## src/rtl/router_fifo.sv

```systemverilog
// 16 x 9 packet FIFO between the router register stage and one destination client.
// Tag bit 8 marks header bytes; a packet byte counter blanks data_out once the packet has drained.
module router_fifo (
    input  logic       clock,
    input  logic       rst,
    input  logic       soft_reset,
    input  logic       write_enb,
    input  logic       read_enb,
    input  logic       lfd_state,
    input  logic [7:0] data_in,
    output logic [7:0] data_out,
    output logic       full,
    output logic       empty
);

    logic [8:0] mem_q [16];
    logic [4:0] wr_ptr_q, wr_ptr_d;
    logic [4:0] rd_ptr_q, rd_ptr_d;
    logic [5:0] count_q, count_d;
    logic [7:0] data_out_q, data_out_d;
    logic       clear;
    logic       wr_acc;
    logic       rd_acc;
    logic [8:0] rd_entry;

    assign full     = (wr_ptr_q[3:0] == rd_ptr_q[3:0]) && (wr_ptr_q[4] != rd_ptr_q[4]);
    assign empty    = (wr_ptr_q == rd_ptr_q);
    assign clear    = rst || soft_reset;
    assign wr_acc   = write_enb && !full;
    assign rd_acc   = read_enb && !empty;
    assign rd_entry = mem_q[rd_ptr_q[3:0]];
    assign data_out = data_out_q;

    always_comb begin
        wr_ptr_d   = wr_ptr_q;
        rd_ptr_d   = rd_ptr_q;
        count_d    = count_q;
        data_out_d = data_out_q;
        if (clear) begin
            wr_ptr_d   = '0;
            rd_ptr_d   = '0;
            count_d    = '0;
            data_out_d = '0;
        end else begin
            if (wr_acc) begin
                wr_ptr_d = wr_ptr_q + 5'd1;
            end
            if (rd_acc) begin
                rd_ptr_d   = rd_ptr_q + 5'd1;
                data_out_d = rd_entry[7:0];
                // Header length field covers payload only; +1 accounts for the parity byte.
                if (rd_entry[8]) begin
                    count_d = rd_entry[7:2] + 6'd1;
                end else if (count_q != 6'd0) begin
                    count_d = count_q - 6'd1;
                end
            end else if (count_q == 6'd0) begin
                data_out_d = '0;
            end
        end
    end

    always_ff @(posedge clock) begin
        if (rst) begin
            wr_ptr_q   <= '0;
            rd_ptr_q   <= '0;
            count_q    <= '0;
            data_out_q <= '0;
        end else begin
            wr_ptr_q   <= wr_ptr_d;
            rd_ptr_q   <= rd_ptr_d;
            count_q    <= count_d;
            data_out_q <= data_out_d;
        end
    end

    // Storage is never cleared; pointer reset alone makes old entries unreachable.
    always_ff @(posedge clock) begin
        if (!clear && wr_acc) begin
            mem_q[wr_ptr_q[3:0]] <= {lfd_state, data_in};
        end
    end

endmodule
```

## config.mk

```make
export PLATFORM = sky130hd
export DESIGN_NAME = router_fifo
export DESIGN_NICKNAME = d
export VERILOG_FILES = /design/src/rtl/router_fifo.sv
export SDC_FILE = /design/constraint.sdc
export NUM_CORES = 1
export LEC_CHECK = 0
export CAP_MARGIN = 20
export CORE_MARGIN = 3
export CORE_UTILIZATION = 55
export CTS_CLUSTER_DIAMETER = 120
export CTS_CLUSTER_SIZE = 30
export DETAILED_ROUTE_END_ITERATION = 12
export PLACE_DENSITY = 0.73
export SLEW_MARGIN = 10
export SYNTH_ARGS = -nofsm -noshare
export SYNTH_HDL_FRONTEND = slang
export SYNTH_SLANG_ARGS = --single-unit
```

## constraint.sdc

```tcl
create_clock -name clock -period 7.7 [get_ports clock]
set_clock_uncertainty 0.2 [all_clocks]
set_input_delay 1.54 -clock clock [delete_from_list [all_inputs] [get_ports clock]]
set_output_delay 1.54 -clock clock [all_outputs]
set_load 0.01 [all_outputs]
```

Word level (Yosys, flattened, before mapping)
Memory sizes are Yosys's and may differ from the RTL's. A register that Yosys moved wholly into a read port is not among the register bits.
Index checks and enable logic that the tools add are counted.
{ "word_totals": {"latch_bits": 0, "input_bits": 14, "memories": 1, "elab_cells": 34, "ramBits": 144, "output_inout_bits": 10, "register_bits": 24, "romBits": 0} }
{ "mem_list": {"columns": ["memory", "words", "width", "read_ports", "rd_ports_with_merged_regs", "write_ports", "line_no", "text"], "rows": [
  ["mem_q", 16, 9, 1, 1, 1, "16", "logic [8:0] mem_q [16];"]
]} }
{ "op_classes": {"shift": 0, "n_eq_ne": 3, "bitwise": 0, "addsub": 4, "mux": 8, "n_lt_le_gt_ge": 0, "n_mul": 0, "n_div": 0, "reduce_logical": 14} }
{ "op_table": {"columns": ["operator", "n"], "rows": [
  ["two-way mux 8 bit", 2],
  ["two-way mux 6 bit", 2],
  ["adder 5 x 1 -> 5 bit (second input constant)", 2],
  ["two-way mux 4 bit", 2],
  ["adder 6 x 1 -> 6 bit (second input constant)", 1],
  ["zero test 6 bit", 1],
  ["nonzero test 6 bit", 1],
  ["subtractor 6 x 1 -> 6 bit (second input constant)", 1],
  ["equality test 5 bit", 1],
  ["equality test 4 bit", 1],
  ["logical AND 1 bit", 4],
  ["nonzero test 2 bit", 2],
  ["zero test 1 bit", 3],
  ["two-way mux 1 bit", 2],
  ["AND reduction 2 bit", 1],
  ["OR reduction 2 bit", 1],
  ["logical OR 1 bit", 1],
  ["inequality test 1 bit", 1]
]} }

Depth between registers and ports, before layout
{ "depth": {"depth_word": 7, "ltp_mapped": 9, "mapped_depth_nobuf": 7} }

Least setup slack after synthesis
Ideal clock, no wire load.
{ "synth_timing": {"path_kind": "input to register", "from": "input soft_reset", "to": "memory mem_q[3][0] (enable)", "stages": 5, "setup_ns": 0.387, "path_slack_ns": 4.124, "required_ns": 7.113, "t_arrival_ns": 2.989, "path_buffers": 1, "path_cell_list": "or2_2 > buf_1 > nor2b_1 > nand2_1 > nor3_1"} }
{ "synth_via": {"elab_chain_len": 5} }
{ "synth_rtl": {"columns": ["item", "line_no", "text"], "rows": [
  ["start: declaration", "6", "input logic soft_reset,"],
  ["logical OR 1 bit", "28", "assign clear = rst || soft_reset;"],
  ["zero test 1 bit", "79", "if (!clear && wr_acc) begin"],
  ["logical AND 1 bit", "79", null],
  ["two-way mux 1 bit", "79", null],
  ["two-way mux 1 bit (not written as such)", "80", "mem_q[wr_ptr_q[3:0]] <= {lfd_state, data_in};"],
  ["end: declaration", "16", null]
]} }
No other way between the ends.

Worst setup path after layout
{ "layout_timing": {"from": "register wr_ptr_q[2]", "to": "output empty"} }
{ "layout_via": {"elab_chain_len": 1} }
{ "layout_rtl": {"columns": ["item", "line_no", "text"], "rows": [
  ["start: declaration", "17", "logic [4:0] wr_ptr_q, wr_ptr_d;"],
  ["start signal: assignment", "70", "wr_ptr_q <= wr_ptr_d;"],
  ["equality test 5 bit", "27", "assign empty = (wr_ptr_q == rd_ptr_q);"],
  ["end: declaration", "13", "output logic empty"]
]} }
No other way between the ends.

==> results by group <==
Finish
  • Antenna Diode Count: 0
  • Fill count: 864
  • Layout Nets: 452
  • Share of cells above drive strength 1: 14.7%
  • Most frequent cells in the layout: edfxtp_1, nor2_1, nand2_1, dfxtp_1, clkdlybuf4s50_1
  • Commonest non-fill, non-tap cell in the layout: edfxtp_1
  • Area of the multi-input gates: 1960 um^2
  • Reg area: 4890 um^2
  • Synth-to-Final Area Change: 13.7%
  • Post-Layout Cell Count: 611

STA
  • Final Setup Violations: 0
  • Worst Tran Pin Value: 0.865 ns
  • RSZ-0062 raised after global routing: false
  • Tmin final: 3.99 ns
  • Max Freq: 250 MHz
  • Endpoints failing hold: 0
  • Slew headroom: 42.1%
  • Count of pins over their slew limit: 0
  • Tcrit/Tclk final: 51.9%
  • Setup TNS: 0 ns

Die
  • Die W: 119 um
  • Core Region: 12200 um^2
  • IO Count: 24
  • Height of the die: 119 um
  • Die area: 14000 um^2
  • Initial Utilization: 57.0%
  • Rows: 40

Run status
  • Status: complete, no violations

GRT
  • Number of global-route vias before repair: 3646
  • First-pass GRT wire length: 21700 um
  • Initial antenna violation count: 0
  • Largest net degree at the start of global routing: 37
  • Total Routing Usage GR: 21.2%
  • Global route overflow: 0

Critical path
  • RR Startpoint: wr_ptr_q[2]
  • Crit. End Element: output port
  • Setup CP Type: flip-flop to output port
  • Crit-path max FO: 10
  • Crit path launch: wr_ptr_q[2]
  • Type of origin of the critical path: flip-flop
  • Critical path endpoint: empty
  • Cells on worst reg2reg path: 6
  • Setup slack, reg-to-reg: 4.60 ns
  • R2R Path End: mem_q[5][5]
  • CP arrival: 2.25 ns
  • Worst endpoint required time: 5.96 ns

Placement
  • Hpwl dp: 9170 um
  • IO Port Bufs: 23
  • GP Congestion: 0.894
  • Cell count after placement: 577

Drt
  • DRC: 0
  • ANT nets after route: 0
  • DRT Pass-1 Iters: 5
  • DR vias: 3761
  • Drt wl/cell: 22.7 um
  • Vias per Instance: 6.16
  • Final WL: 13900 um
  • 1st-iter DRT viols: 349

Synthesis
  • Cells after synthesis: 402
  • Syn Nets: 424
  • #FFs+latches synth: 172
  • Syn. warnings: 0
  • Synth Cell Area: 6960 um^2
  • Post-synthesis cell type count: 43
  • Seq/Total Area, Yosys: 70.2%
  • Mapped Avg Cell Area: 17.3 um^2

Power and ir drop
  • Pwr Density: 241 nW/um^2
  • Pleak: 0.00248 uW
  • Max IR drop VDD: 0.193 mV

CTS
  • TritonCTS clock tree: done
  • Cts hold-fix bufs: 0
  • Post-CTS sizing: 0
  • Sink Count: 172
  • Root Buffer: clkbuf_16
  • Clock Latency Late Sink: 0.44 ns
  • Clk slew on worst S/H paths: 0.06 ns
  • Total CTS buffers: 17
  • Deepest clock path buffer count: 2
  • H-tree depth: 4
  • Setup Buffers After CTS: 0

Job
  • Number of max-cap violations: 0

Min path
  • HP Class: flip-flop to flip-flop
## power by group
group | switching, uW | internal [uW] | total [uW] | leakage (uW)
Sequential | 1.98 | 1010 | 1010 | 0.00152
Clock | 358 | 481 | 839 | 0.000272
Combinational | 37.1 | 21.6 | 58.7 | 0.000687
Total | 397 | 1510 | 1910 | 0.00248
## how the worst min path moves through the flow
stage                  endpoint  cells after the start        start
finish              data_out[7]                      2  data_out[7]
floorplan            count_q[4]                      2   count_q[4]
global placement    data_out[4]                      2  data_out[4]
global route        data_out[5]                      2  data_out[5]
CTS                 data_out[5]                      2  data_out[5]
detailed placement  data_out[5]                      2  data_out[5]
## sequential cells by signal, indices dropped and copies added, names as in the netlist, named ones only
name,flops
mem_q,144
data_out,8
count_q,6
rd_ptr_q,5
wr_ptr_q,5
## area by class of cell
class,count,share of cell area [%]
clock buffer,17,5.37
tap,168,2.65
timing repair buffer,28,3.29
clock inverter,15,2.04
multi-input combinational,206,24.7
sequential,172,61.7
inverter,5,0.237
## worst max-delay path, cell delays in order, from the launching register on
cell             delay [ns]
dfxtp_1                0.66
xnor2_1                0.18
nand4_1                0.26
nor2_1                 0.18
clkdlybuf4s50_1        0.55
## logic make-up after synthesis
kind of cell,count (synthesis),synth area share (%)
AO/OA/AOI/OAI,42,4.03
XOR/XNOR,14,1.76
adder cells (fa/ha/maj),8,1.44
buffers and inverters,24,1.87
flip-flops,172,70.2
multiplexers,43,14.0
AND/OR/NAND/NOR,99,6.74
## through the flow
stage | worst slack, ns | power [uW] | cell area (um^2) | hold slack [ns] | utilization, %
after floorplan | 4.12 | 1060 | 6960 | 0.283 | -
final | 3.71 | 1910 | 7920 | 0.270 | 64.8
after CTS | 3.58 | 1920 | 7900 | 0.270 | 64.7
after global placement | 3.22 | 1090 | 7310 | 0.264 | 59.8
after detailed placement | 3.15 | 1090 | 7310 | 0.261 | 59.9
after global routing | 3.64 | 1970 | 7920 | 0.296 | 64.8
## synth_stat cells, drive strengths merged
master   instances  area (um^2)
buf             12         85.1
clkbuf           7         26.3
mux4            38          923
o21ai            5         25.0
a21oi           12         60.1
xor2             6         52.6
o31ai            2         15.0
or4b             1         10.0
a2bb2oi          2         17.5
and4             3         26.3
or2              2         12.5
a31oi            5         31.3
ha               8          100
edfxtp         144         4320
a41oi            1         8.76
a22o             1         8.76
o22ai            1         6.26
a221oi           1         15.0
inv              5         18.8
a21o             1         7.51
nor3             4         20.0
and2             1         6.26
or4              2         15.0
dfxtp           28          561
nor2b            5         31.3
nor2            32          120
nand4            7         43.8
a22oi            8         60.1
mux2             2         22.5
a311o            1         10.0
mux2i            3         30.0
nand2b           4         25.0
nand3            9         45.0
o21a             2         15.0
or3              2         12.5
nand2           27          101
xnor2            8         70.1
## routing by layer
metal	track usage, %	share of wire, %
met1	30.1	43
met3	6.79	7.7
met5	0	0
met2	30.5	46
met4	8.83	3.1
Note: power is estimated with default switching activity, not from simulation.
